## src/rtl/cnt_sched_pkg.sv

```systemverilog
// cnt_sched_pkg: shared types for the counter scheduler.
// Holds the FSM state enum, default sizes and the round-robin picker.
package cnt_sched_pkg;

    localparam int DEF_N_REQ = 4;
    localparam int DEF_CNT_W = 4;
    localparam int MAX_REQ   = 8;
    localparam int IDX_W     = 3;

    typedef enum logic [1:0] {
        IDLE = 2'd0,
        RUN  = 2'd1,
        DONE = 2'd2
    } state_t;

    typedef struct packed {
        logic             valid;
        logic [IDX_W-1:0] idx;
    } rr_pick_t;

    // First requester after ptr (wrapping at n) whose bit is set.
    function automatic rr_pick_t rr_next(
        input logic [MAX_REQ-1:0] req,
        input logic [IDX_W-1:0]   ptr,
        input int                 n
    );
        rr_pick_t r;
        int       idx;
        r.valid = 1'b0;
        r.idx   = '0;
        for (int k = 1; k <= MAX_REQ; k++) begin
            if (k <= n && !r.valid) begin
                idx = int'(ptr) + k;
                if (idx >= n) idx = idx - n;
                if (req[idx[IDX_W-1:0]]) begin
                    r.valid = 1'b1;
                    r.idx   = idx[IDX_W-1:0];
                end
            end
        end
        return r;
    endfunction

endpackage

```

## src/rtl/cnt_sched_core.sv

```systemverilog
// cnt_core: shared up-counter driven by the scheduler.
// Ports: clk, rst (async high), clr (sync clear), en (increment), count.
module cnt_core #(
    parameter int W = 4
) (
    input  logic         clk,
    input  logic         rst,
    input  logic         clr,
    input  logic         en,
    output logic [W-1:0] count
);

    logic [W-1:0] r_count;

    always_ff @(posedge clk or posedge rst) begin
        if (rst)
            r_count <= '0;
        else if (clr)
            r_count <= '0;
        else if (en)
            r_count <= r_count + 1'b1;
    end

    assign count = r_count;

endmodule

```

## src/rtl/cnt_sched.sv

```systemverilog
// cnt_sched: round-robin owner of one shared interval counter.
// Ports: clk, rst (async high), req/len in, gnt/done/busy/count out,
// abort in only when CNT_SCHED_ABORT_EN is defined.
module cnt_sched
    import cnt_sched_pkg::*;
#(
    parameter int N_REQ = DEF_N_REQ,
    parameter int CNT_W = DEF_CNT_W
) (
    input  logic                   clk,
    input  logic                   rst,
    input  logic [N_REQ-1:0]       req,
    input  logic [N_REQ*CNT_W-1:0] len,
`ifdef CNT_SCHED_ABORT_EN
    input  logic [N_REQ-1:0]       abort,
`endif
    output logic [N_REQ-1:0]       gnt,
    output logic [N_REQ-1:0]       done,
    output logic                   busy,
    output logic [CNT_W-1:0]       count
);

    state_t             r_state;
    logic [IDX_W-1:0]   r_ptr;
    logic [CNT_W-1:0]   r_len_q;
    logic [N_REQ-1:0]   r_gnt;
    logic [N_REQ-1:0]   r_done;
    logic               r_busy;

    logic [MAX_REQ-1:0] w_req_pad;
    rr_pick_t           w_pick;
    logic [N_REQ-1:0]   w_win_oh;
    logic [CNT_W-1:0]   w_len_win;
    logic [CNT_W-1:0]   w_count;
    logic               w_at_end;
    logic               w_abort_hit;
    logic               w_clr;
    logic               w_en;

    always_comb begin
        w_req_pad             = '0;
        w_req_pad[N_REQ-1:0]  = req;
    end

    assign w_pick = rr_next(w_req_pad, r_ptr, N_REQ);

    always_comb begin
        w_win_oh  = '0;
        w_len_win = '0;
        for (int i = 0; i < N_REQ; i++) begin
            if (w_pick.idx == IDX_W'(i)) begin
                w_win_oh[i] = 1'b1;
                w_len_win   = len[i*CNT_W +: CNT_W];
            end
        end
    end

    assign w_at_end = (w_count == r_len_q);

    // r_gnt is nonzero only in RUN, so masking with it limits
    // abort to the current winner while running.
`ifdef CNT_SCHED_ABORT_EN
    assign w_abort_hit = |(abort & r_gnt);
`else
    assign w_abort_hit = 1'b0;
`endif

    // Counter is held cleared outside RUN and frozen at the end value
    // for the edge that moves to DONE.
    always_comb begin
        w_clr = 1'b1;
        w_en  = 1'b0;
        if (r_state == RUN && !w_abort_hit) begin
            w_clr = 1'b0;
            w_en  = !w_at_end;
        end
    end

    always_ff @(posedge clk or posedge rst) begin
        if (rst) begin
            r_state <= IDLE;
            r_ptr   <= IDX_W'(N_REQ - 1);
            r_len_q <= '0;
            r_gnt   <= '0;
            r_done  <= '0;
            r_busy  <= 1'b0;
        end else begin
            r_done <= '0;
            unique case (r_state)
                IDLE: begin
                    if (w_pick.valid) begin
                        r_state <= RUN;
                        r_ptr   <= w_pick.idx;
                        r_len_q <= w_len_win;
                        r_gnt   <= w_win_oh;
                        r_busy  <= 1'b1;
                    end
                end
                RUN: begin
                    if (w_abort_hit) begin
                        r_state <= IDLE;
                        r_gnt   <= '0;
                        r_busy  <= 1'b0;
                    end else if (w_at_end) begin
                        r_state <= DONE;
                        r_gnt   <= '0;
                        r_done  <= r_gnt;
                    end
                end
                DONE: begin
                    r_state <= IDLE;
                    r_busy  <= 1'b0;
                end
                default: begin
                    r_state <= IDLE;
                    r_gnt   <= '0;
                    r_busy  <= 1'b0;
                end
            endcase
        end
    end

    cnt_core #(
        .W(CNT_W)
    ) u_core (
        .clk  (clk),
        .rst  (rst),
        .clr  (w_clr),
        .en   (w_en),
        .count(w_count)
    );

    assign gnt   = r_gnt;
    assign done  = r_done;
    assign busy  = r_busy;
    assign count = w_count;

endmodule
```

## config.mk

```make
export PLATFORM = sky130hd
export DESIGN_NAME = cnt_sched
export DESIGN_NICKNAME = d
export VERILOG_FILES = /design/src/rtl/cnt_sched_pkg.sv /design/src/rtl/cnt_sched_core.sv /design/src/rtl/cnt_sched.sv
export SDC_FILE = /design/constraint.sdc
export NUM_CORES = 1
export LEC_CHECK = 0
export ABC_AREA = 1
export CAP_MARGIN = 20
export CORE_AREA = 3 3 70 72
export DETAILED_ROUTE_END_ITERATION = 16
export DIE_AREA = 0 0 73 75
export SYNTH_ARGS = -nofsm -noshare
export SYNTH_HDL_FRONTEND = slang
export SYNTH_HIERARCHICAL = 1
export SYNTH_SLANG_ARGS = --single-unit
export TNS_END_PERCENT = 30
```

## constraint.sdc

```tcl
create_clock -name clk -period 2.1 [get_ports clk]
set_input_delay 0.42 -clock clk [delete_from_list [all_inputs] [get_ports clk]]
set_output_delay 0.42 -clock clk [all_outputs]
set_load 0.005 [all_outputs]
```

# After elaboration in Yosys (flattened, before gate mapping)
# Index checks and enable logic that the tools add are counted.
classes:
  muxes: 43
  shift: 0
  n_reduce_logical: 7
  addsub: 9
  n_bitwise: 2
  n_div: 0
  n_lt_le_gt_ge: 8
  n_mul: 0
  eq_ne: 9
ops:
  columns: ["operator", "n"]
  rows:
  - ["4-bit 2-to-1 mux", 17]
  - ["3-bit 2-to-1 mux", 7]
  - ["4-bit by 3-bit greater-or-equal comparator with 1-bit output (second input constant)", 4]
  - ["3-bit by 4-bit < comparator with 1-bit output (second input constant)", 4]
  - ["1-bit binary-select mux with 3-bit select", 4]
  - ["4-bit one-hot mux with 3 select lines", 1]
  - ["3-bit subtractor (second input constant)", 4]
  - ["1-bit 2-to-1 mux", 10]
  - ["3-bit by 2-bit adder with 4-bit output (second input constant)", 2]
  - ["3-bit by 2-bit equality test with 1-bit output (second input constant)", 2]
  - ["2-bit AND reduction", 3]
  - ["3-bit by 1-bit adder with 4-bit output (second input constant)", 1]
  - ["3-bit by 3-bit adder with 4-bit output (second input constant)", 1]
  - ["4-bit by 1-bit adder with 4-bit output (second input constant)", 1]
  - ["4-bit equality test", 1]
  - ["2-bit 2-to-1 mux", 2]
  - ["2-bit != test (second input constant)", 2]
  - ["2-bit one-hot mux with 2 select lines", 1]
  - ["3-bit by 1-bit equality test with 1-bit output (second input constant)", 1]
  - ["3-bit logical NOT", 1]
  - ["3-bit AND reduction", 1]
  - ["2-bit by 1-bit equality test with 1-bit output (second input constant)", 1]
  - ["2-bit equality test (second input constant)", 1]
  - ["2-bit logical NOT", 1]
  - ["4 further kinds", 5]
totals:
  memories: 0
  latchBits: 0
  mem_bits_rw: 0
  rom_bits: 0
  regBits: 22
  word_cells: 85

# Logic depth before layout (Yosys ltp)
# Gate-level depths: netlist of run 1.
depth:
  word_depth: 26
  ltp_mapped: 17
  mapped_depth_nobuf: 15

# By module
# Netlist of run 1, hierarchy kept.
by_module_without_submodules:
  columns: ["mod", "n_inst", "area_per_inst_um2", "cells_per_inst"]
  rows:
  - ["cnt_sched", 1, 1214.9, 173]
  - ["cnt_core", 1, 193.9, 24]

# Worst setup path before layout of run 1
# No wires, ideal clock.
synth_path:
  kind: "flip-flop to flip-flop"
  start: "register r_ptr[0]"
  end: "register r_len_q[3]"
  setup_slack_ns: -0.062
  t_arrival_ns: 2.046
  t_required_ns: 1.984
  synth_period_minus_slack_ns: 2.162
  setup_ns: 0.116
  path_stages_with_launch: 16
  cell_sequence: "dfstp_2 buf_6 inv_6 ha_1 inv_1 nand3_1 nand3_1 nand4_1 nand2b_1 nand2_2 buf_6 nand3b_1 nand2_1 inv_1 nand2_1 nand2_1"
synth_via:
  elab_chain_cells: 17
  word_cells_on_any_way: 43
  cone_classes: "add/sub (8); order compare (4); eq/ne (3); mux (26); reduce/logical (2)"
synth_rtl:
  columns: ["item", "line_no", "rtl"]
  rows:
  - ["start, declared", "cnt_sched.sv:24", "logic [IDX_W-1:0] r_ptr;"]
  - ["start signal, assigned", "cnt_sched.sv:82", "r_ptr <= IDX_W'(N_REQ - 1);"]
  - ["start signal, assigned", "cnt_sched.sv:93", "r_ptr <= w_pick.idx;"]
  - ["3-bit by 1-bit adder with 4-bit output / 3-bit by 2-bit adder with 4-bit output (equally long branches)", "cnt_sched_pkg.sv:33", "idx = int'(ptr) + k;"]
  - ["4-bit by 3-bit greater-or-equal comparator with 1-bit output / 3-bit subtractor (equally long branches)", "cnt_sched_pkg.sv:34", "if (idx >= n) idx = idx - n;"]
  - ["3-bit 2-to-1 mux", "cnt_sched_pkg.sv:34", null]
  - ["1-bit binary-select mux with 3-bit select / 3-bit 2-to-1 mux (equally long branches)", "cnt_sched_pkg.sv:35, cnt_sched_pkg.sv:32", null]
  - ["1-bit 2-to-1 mux (not written as such) / 1-bit binary-select mux with 3-bit select (equally long branches)", "cnt_sched_pkg.sv:35", "if (req[idx[IDX_W-1:0]]) begin"]
  - ["4-bit 2-to-1 mux / 1-bit 2-to-1 mux (equally long branches)", "cnt_sched_pkg.sv:35", null]
  - ["4-bit 2-to-1 mux", "cnt_sched_pkg.sv:35", null]
  - ["4-bit 2-to-1 mux", "cnt_sched_pkg.sv:32", "if (k <= n && !r.valid) begin"]
  - ["4-bit 2-to-1 mux", "cnt_sched_pkg.sv:35", null]
  - ["4-bit 2-to-1 mux", "cnt_sched_pkg.sv:32", null]
  - ["4-bit 2-to-1 mux", "cnt_sched_pkg.sv:35", null]
  - ["4-bit 2-to-1 mux *", "cnt_sched_pkg.sv:32", null]
  - ["3-bit logical NOT", "cnt_sched.sv:51", "if (w_pick.idx == IDX_W'(i)) begin"]
  - ["4-bit 2-to-1 mux (4 in series)", "cnt_sched.sv:51", null]
  - ["end signal, assigned", "cnt_sched.sv:94", "r_len_q <= w_len_win;"]
  - ["end, declared", "cnt_sched.sv:25", "logic [CNT_W-1:0] r_len_q;"]
# Mark *: on every way between the ends. The rest lies on a longest branch, timed or not. The select of a mux whose other input is x is not followed.
# A chain may end at the register's enable or synchronous reset.

# Worst setup path after layout of run 1
# Ends and elaborated chain as after synthesis.

==> out/qor.yml, run 1 <==
status: "complete, but fails checks"
violations: "setup timing"
finalWirelength_um: 3510
crit_buf_inv: 2
swShare_pct: 20.9
syn_to_final_growth_pct: 49.0
drtPass1Iterations: 4
synth_edf_count: 0
synthTopCellsByArea: "dfrtp_1, nand2_1, nand3_1"
ant_nets: 0
slew_headroom_pct: 81.1
gp_congestion: 0.781
fp-row-count: 24
dpl_cell_area_sq_mm: 0.00191
clock-sinks: 22
dr_total_vias: 1445
setup_viol: 1
syn_inst: 197
cp-end-kind: "flop"
antenna_cells: 0
critPathMaxStageDelay_ns: 0.59
hpwlAfterDp_um: 2770
cts.root.buffer_cell: "clkbuf_8"
cp_top_family: "simple AND/OR/NAND/NOR gates"
synthDistinctLibCells: 23
worstReg2RegStart: "r_ptr[0]"
rr_endpoint: "r_len_q[3]"
finalPower_uw: 801
whs_ns: 0.366
ys.flop_type: "dfrtp_1"
synth_top_area_share_pct: 35.5
p_seq_share_pct: 52.8
cts.htree.levels: 1
critPathLaunchType: "flop"
r2r_cells: 15
hold_violations: 0
ys_seq_elements: 22
clk_pin_slew_ns: 0.08
portBuffers: 34
synth_nets: 222
period_needed_ns: 2.11
cp-startpoint: "r_ptr[0]"
antenna_found_initial: 0
async_flop_share_pct: 100
finalCritPeriodShare_pct: 100
ys_warn_count: 6
powerDensity_mw_per_mm2: 382
grt_start_max_net_pins: 19
cts.path.max_buffers: 2
clkPwrFrac_pct: 38.4
layout-drive-gt1-share_pct: 22.5
die-area_sq_mm: 0.00548
finalSetupTns_ns: -0.00853
finClkSkew_ns: 0.00280
grt_pass1_vias: 1394
timing.final.ws_setup_ns: -0.00853
die_w_um: 73
synth_area_leader_cell: "dfrtp_1"
core_area_sq_mm: 0.00435
vias_per_cell: 4.74
clock.fmax_mhz: 474
worst-path-max-fanout: 8
syn_area_sq_mm: 0.00141
worstSetupPathType: "flop to flop"
design_area_sq_mm: 0.00210
drv_cap: 0
grt_pass1_wl_um: 6110
hp-class: "input port to async pin"
tritoncts: "yes"
cp.required_ns: 2.26
fillers: 439
p_switching_uw: 167
worstPathCellList: "inv_6, ha_4, inv_4, nand2_2, nand2_2, nand2_2, nand4_1, nand2_2, nand2_2, nand2_4, nor2_4, nand2_1, nand3_1, nand2_1, nand2_1"
io_pins: 35
yosysMostFrequentCell: "nand2_1"
worstMarginPinSlew_ns: 0.284
drt-initial-drc-count: 91
clk_latency_ns: 0.26
slew_viol_final: 0
post-route-drc-count: 0
synth-seq-area-share_pct: 39.3
combPwrFrac_pct: 8.7
final_core_util_pct: 48.2
initial_core_util_pct: 32.4
intPower_uw: 634
wire_per_inst_um: 11.5
hold_buffers: 0
grt_usage_pct: 14.1
fin_nets: 279
p_leak_uw: 0.00101
arrival_ns: 2.27
r2r_setup_slack_ns: -0.009
synth_common_cells: "nand2_1, inv_1, nand3_1"
cts_buffers: 3
avgSynthCellArea_sq_um: 7.15
grt-ovfl-total: 0
ir_worst_vdd_uv: 210
rsz0062_at_grt: "true"
crit_slowest_cell: "dfstp_2"
cp_common_cell: "nand2_2"
die_h_um: 75
[registers in the layout (all words and copies together), names as in the netlist]
register      count
busy              1
done              4
gnt               4
r_len_q           4
r_ptr             3
r_state           2
u_core/count      4
[worst max path at each step]
stage | depth (start not counted) | to | slack, ns
global route | 13 | r_len_q[2] | -0.20
detailed placement | 12 | r_len_q[0] | -0.19
finish | 15 | r_len_q[3] | -0.009
floorplan | 17 | r_len_q[3] | 0.03
CTS | 15 | r_len_q[2] | -0.05
global placement | 12 | r_len_q[3] | -0.15
[cell families (layout without fill, tap and decap cells)]
family	after synthesis	after routing	synth area share, %
AO/OA/AOI/OAI	19	20	7.64
buffers and inverters	33	88	10.5
XOR/XNOR	4	4	2.49
flip-flops	22	22	39.3
AND/OR/NAND/NOR	116	116	37.5
adder cells (fa/ha/maj)	3	3	2.66
[per-stage QoR]
stage          setup slack [ns]  cells
3_5_place_dp             -0.187    295
2_1_floorplan            0.0331    197
4_1_cts                 -0.0477    305
5_1_grt                  -0.202    305
6_report               -0.00853    305
3_3_place_gp             -0.153    295
[timing repair]
item / in CTS / in global routing
pin swaps: 10 / 18
setup endpoints to repair: 6 / 12
gates cloned: 1 / 0
resized for setup: 11 / 13
setup buffers: 5 / 0
[placed cells by master (no fill, tap or decap), types with 3 or more instances in the layout]
| master | synthesis | layout |
|---|---|---|
| buf_4 | 1 | 17 |
| nand3_1 | 26 | 23 |
| inv_2 | 1 | 3 |
| nand2_2 | 7 | 12 |
| clkdlybuf4s50_1 | 0 | 34 |
| clkbuf_8 | 0 | 4 |
| a21oi_1 | 4 | 4 |
| nand3_2 | 0 | 3 |
| nand3b_1 | 4 | 4 |
| o21ai_0 | 10 | 8 |
| xnor2_1 | 4 | 4 |
| o21ai_1 | 3 | 4 |
| inv_1 | 28 | 25 |
| nor2_1 | 18 | 16 |
| nand2_1 | 52 | 46 |
| nand4_1 | 5 | 5 |
| dfrtp_1 | 20 | 20 |
[power groups by stage]
stage	Combinational, uW	Clock (uW)	Sequential [uW]
floorplan	19.6	0	432
global placement	68.7	0	432
detailed placement	68.5	0	432
CTS	68.7	315	423
global route	77.1	333	423
finish	70.0	308	423
[metal layers]
layer / GRT usage (%) / wire (um)
met4: 4.30 / 60
met5: 0 / 0
met2: 21.4 / 1530
met3: 1.47 / 195
met1: 20.8 / 1730
[worst register-to-register path: cells and delay by family, from the launching register on]
kind / cells / cell delay (ns)
adder cells (fa/ha/maj): 1 / 0.29
flip-flops: 1 / 0.59
buffers and inverters: 2 / 0.08
AND/OR/NAND/NOR: 12 / 1.05
[cell type report]
type	instances	area, sq um	share of cell area [%]
flip-flops and latches	22	553	26.3
repair buffers	54	510	24.3
multi-input cells	143	796	37.9
well taps	52	65.1	3.10
inverters	30	120	5.72
clock buffers	4	55.1	2.62
No activity file was read; power rests on OpenSTA's default activity.
==> inputs of run 2 (changes only) <==
--- a/config.mk
+++ b/config.mk
@@ -6,10 +6,10 @@
 export NUM_CORES = 1
 export LEC_CHECK = 0
 export ABC_AREA = 1
-export CAP_MARGIN = 20
 export CORE_AREA = 3 3 70 72
 export DETAILED_ROUTE_END_ITERATION = 16
 export DIE_AREA = 0 0 73 75
+export SETUP_SLACK_MARGIN = 0.4
 export SYNTH_ARGS = -nofsm -noshare
 export SYNTH_HDL_FRONTEND = slang
 export SYNTH_HIERARCHICAL = 1
==> out/qor.yml, run 2 (synthesis gave the netlist of run 1 again) <==
status: "complete, but fails checks"
violations: "setup timing"
cts.htree.levels: 1  # unchanged
drv_cap: 0  # unchanged
fillers: 429  # -2.3%
io_pins: 35  # unchanged
r2r_cells: 15  # unchanged
grt_pass1_vias: 1295  # -7.1%
layout-drive-gt1-share_pct: 23.2  # +0.67 points
critPathMaxStageDelay_ns: 0.62  # +0.03 ns
multi_input_area_sq_um: 798  # +0.31%
post-route-drc-count: 0  # unchanged
tritoncts: "yes"
setup_viol: 7  # +6
ant_nets: 0  # unchanged
hold_violations: 0  # unchanged
final_common_cell: "nand2_1"
syn_to_final_growth_pct: 47.0
grt_pass1_wl_um: 5640  # -7.7%
die-area_sq_mm: 0.00548  # unchanged
design_area_sq_mm: 0.00207  # -1.4%
grt_usage_pct: 13.2  # -0.87 points
whs_ns: 0.362  # -0.00329 ns
regArea_sq_um: 553  # unchanged
cp_common_cell: "nand2_1"
ir_worst_vdd_uv: 190  # -9.4%
hp-class: "input port to async pin"
hpwlAfterDp_um: 2720  # -1.8%
powerDensity_mw_per_mm2: 366  # -4.0%
grt_start_max_net_pins: 19  # unchanged
drt-initial-drc-count: 59  # -35%
fin_nets: 276  # -1.1%
dr_total_vias: 1414  # -2.1%
slew_headroom_pct: 79.9  # -1.2 points
clock.fmax_mhz: 470  # -0.99%
cp.required_ns: 2.26  # about the same
clock-sinks: 22  # unchanged
initial_core_util_pct: 32.4  # unchanged
cp-startpoint: "r_ptr[0]"
drtPass1Iterations: 4  # unchanged
rr_endpoint: "r_len_q[2]"
slew_viol_final: 0  # unchanged
critPathLaunchType: "flop"
arrival_ns: 2.29  # +0.02 ns
worstPathCellList: "inv_8, ha_4, inv_4, nand2_1, nand2_1, nand2_2, nand4_1, nand2b_4, nand2_4, buf_6, nand3b_1, nand2_1, inv_1, nand2_1, nand2_1"
rsz0062_at_grt: "true"
layout_common_cells: "nand2_1, clkdlybuf4s50_1, inv_1"
finalPower_uw: 759  # -5.3%
hold_buffers: 0  # unchanged
crit_slowest_cell: "dfstp_2"
antenna_cells: 0  # unchanged
finalCritPeriodShare_pct: 101  # +1.0 points
worstSetupPathType: "flop to flop"
worstReg2RegStart: "r_ptr[0]"
antenna_found_initial: 0  # unchanged
core_area_sq_mm: 0.00435  # unchanged
cts.path.max_buffers: 2  # unchanged
vias_per_cell: 4.68  # -1.2%
die_h_um: 75  # unchanged
cp-end-kind: "flop"
dpl_cell_area_sq_mm: 0.00193  # +0.78%
wire_per_inst_um: 11.6  # +0.91%
p_leak_uw: 0.00100  # -1.2%
finalWirelength_um: 3510  # about the same
fp-row-count: 24  # unchanged
cts.root.buffer_cell: "clkbuf_8"
period_needed_ns: 2.13  # +0.0211 ns
clk_latency_ns: 0.26  # about the same
r2r_setup_slack_ns: -0.03  # -0.02 ns
die_w_um: 73  # unchanged
timing.final.ws_setup_ns: -0.0296  # -0.0211 ns
worst-path-max-fanout: 8  # unchanged
finClkSkew_ns: 0.00921  # +0.00641 ns
grt-ovfl-total: 0  # unchanged
cts_buffers: 3  # unchanged
gp_congestion: 0.846  # +8.4%
worstMarginPinSlew_ns: 0.302  # +0.0183 ns
clk_pin_slew_ns: 0.08  # about the same
portBuffers: 34  # unchanged
-- run 2: cell types whose count changed in the layout (fill, tap and decap cells not counted), sizes merged --
cell and change:
buf -3
-- run 2: what timing repair did --
item,CTS,global route
gates resized for setup,19,12
setup endpoints to repair,13,15
setup buffers,0,1
pin swaps,7,9
cloned,1,0
-- run 2: cell type report --
cell class | instances | area share (%)
multi-input cells | 143 | 38.5
flip-flops and latches | 22 | 26.7
repair buffers | 51 | 23.5
inverters | 30 | 5.92
well taps | 52 | 3.14
clock buffers | 4 | 2.18
-- run 2: per-layer routing --
| layer | track usage [%] | part of all wire, % |
|---|---|---|
| met4 | 5.33 | 1.5 |
| met1 | 17.5 | 48 |
| met3 | 1.74 | 4.3 |
| met5 | 0 | 0 |
| met2 | 21.7 | 46 |
-- run 2: per-stage QoR --
stage	util [%]	setup WS, ns	cells	setup TNS [ns]
after detailed placement	44.3	-0.125	296	-0.897
after floorplan	-	0.0789	197	0
after global routing	47.6	-0.189	302	-1.26
after global placement	44.3	-0.0856	296	-0.490
final	47.6	-0.0296	302	-0.0771
after CTS	46.4	-0.0126	301	-0.0191
-- run 2: critical path: cells and delay by family (launching register included) --
kind	cells	cell delay, ns
adders and majority gates	1	0.29
buffers and inverters	4	0.25
DFF	1	0.62
and+or+nand+nor	10	0.88
-- run 2: worst max path at each step --
stage / cells after the start / to
after floorplan: 17 / r_len_q[3]
after global placement: 12 / r_len_q[0]
after detailed placement: 12 / r_len_q[2]
after CTS: 13 / r_len_q[2]
after global routing: 15 / r_len_q[2]
final: 15 / r_len_q[2]
-- run 2: report_power, final --
part | switching (uW) | total (uW) | internal, uW
logic | 25.6 | 68.3 | 42.7
clock network | 132 | 267 | 135
registers | 0 | 424 | 424
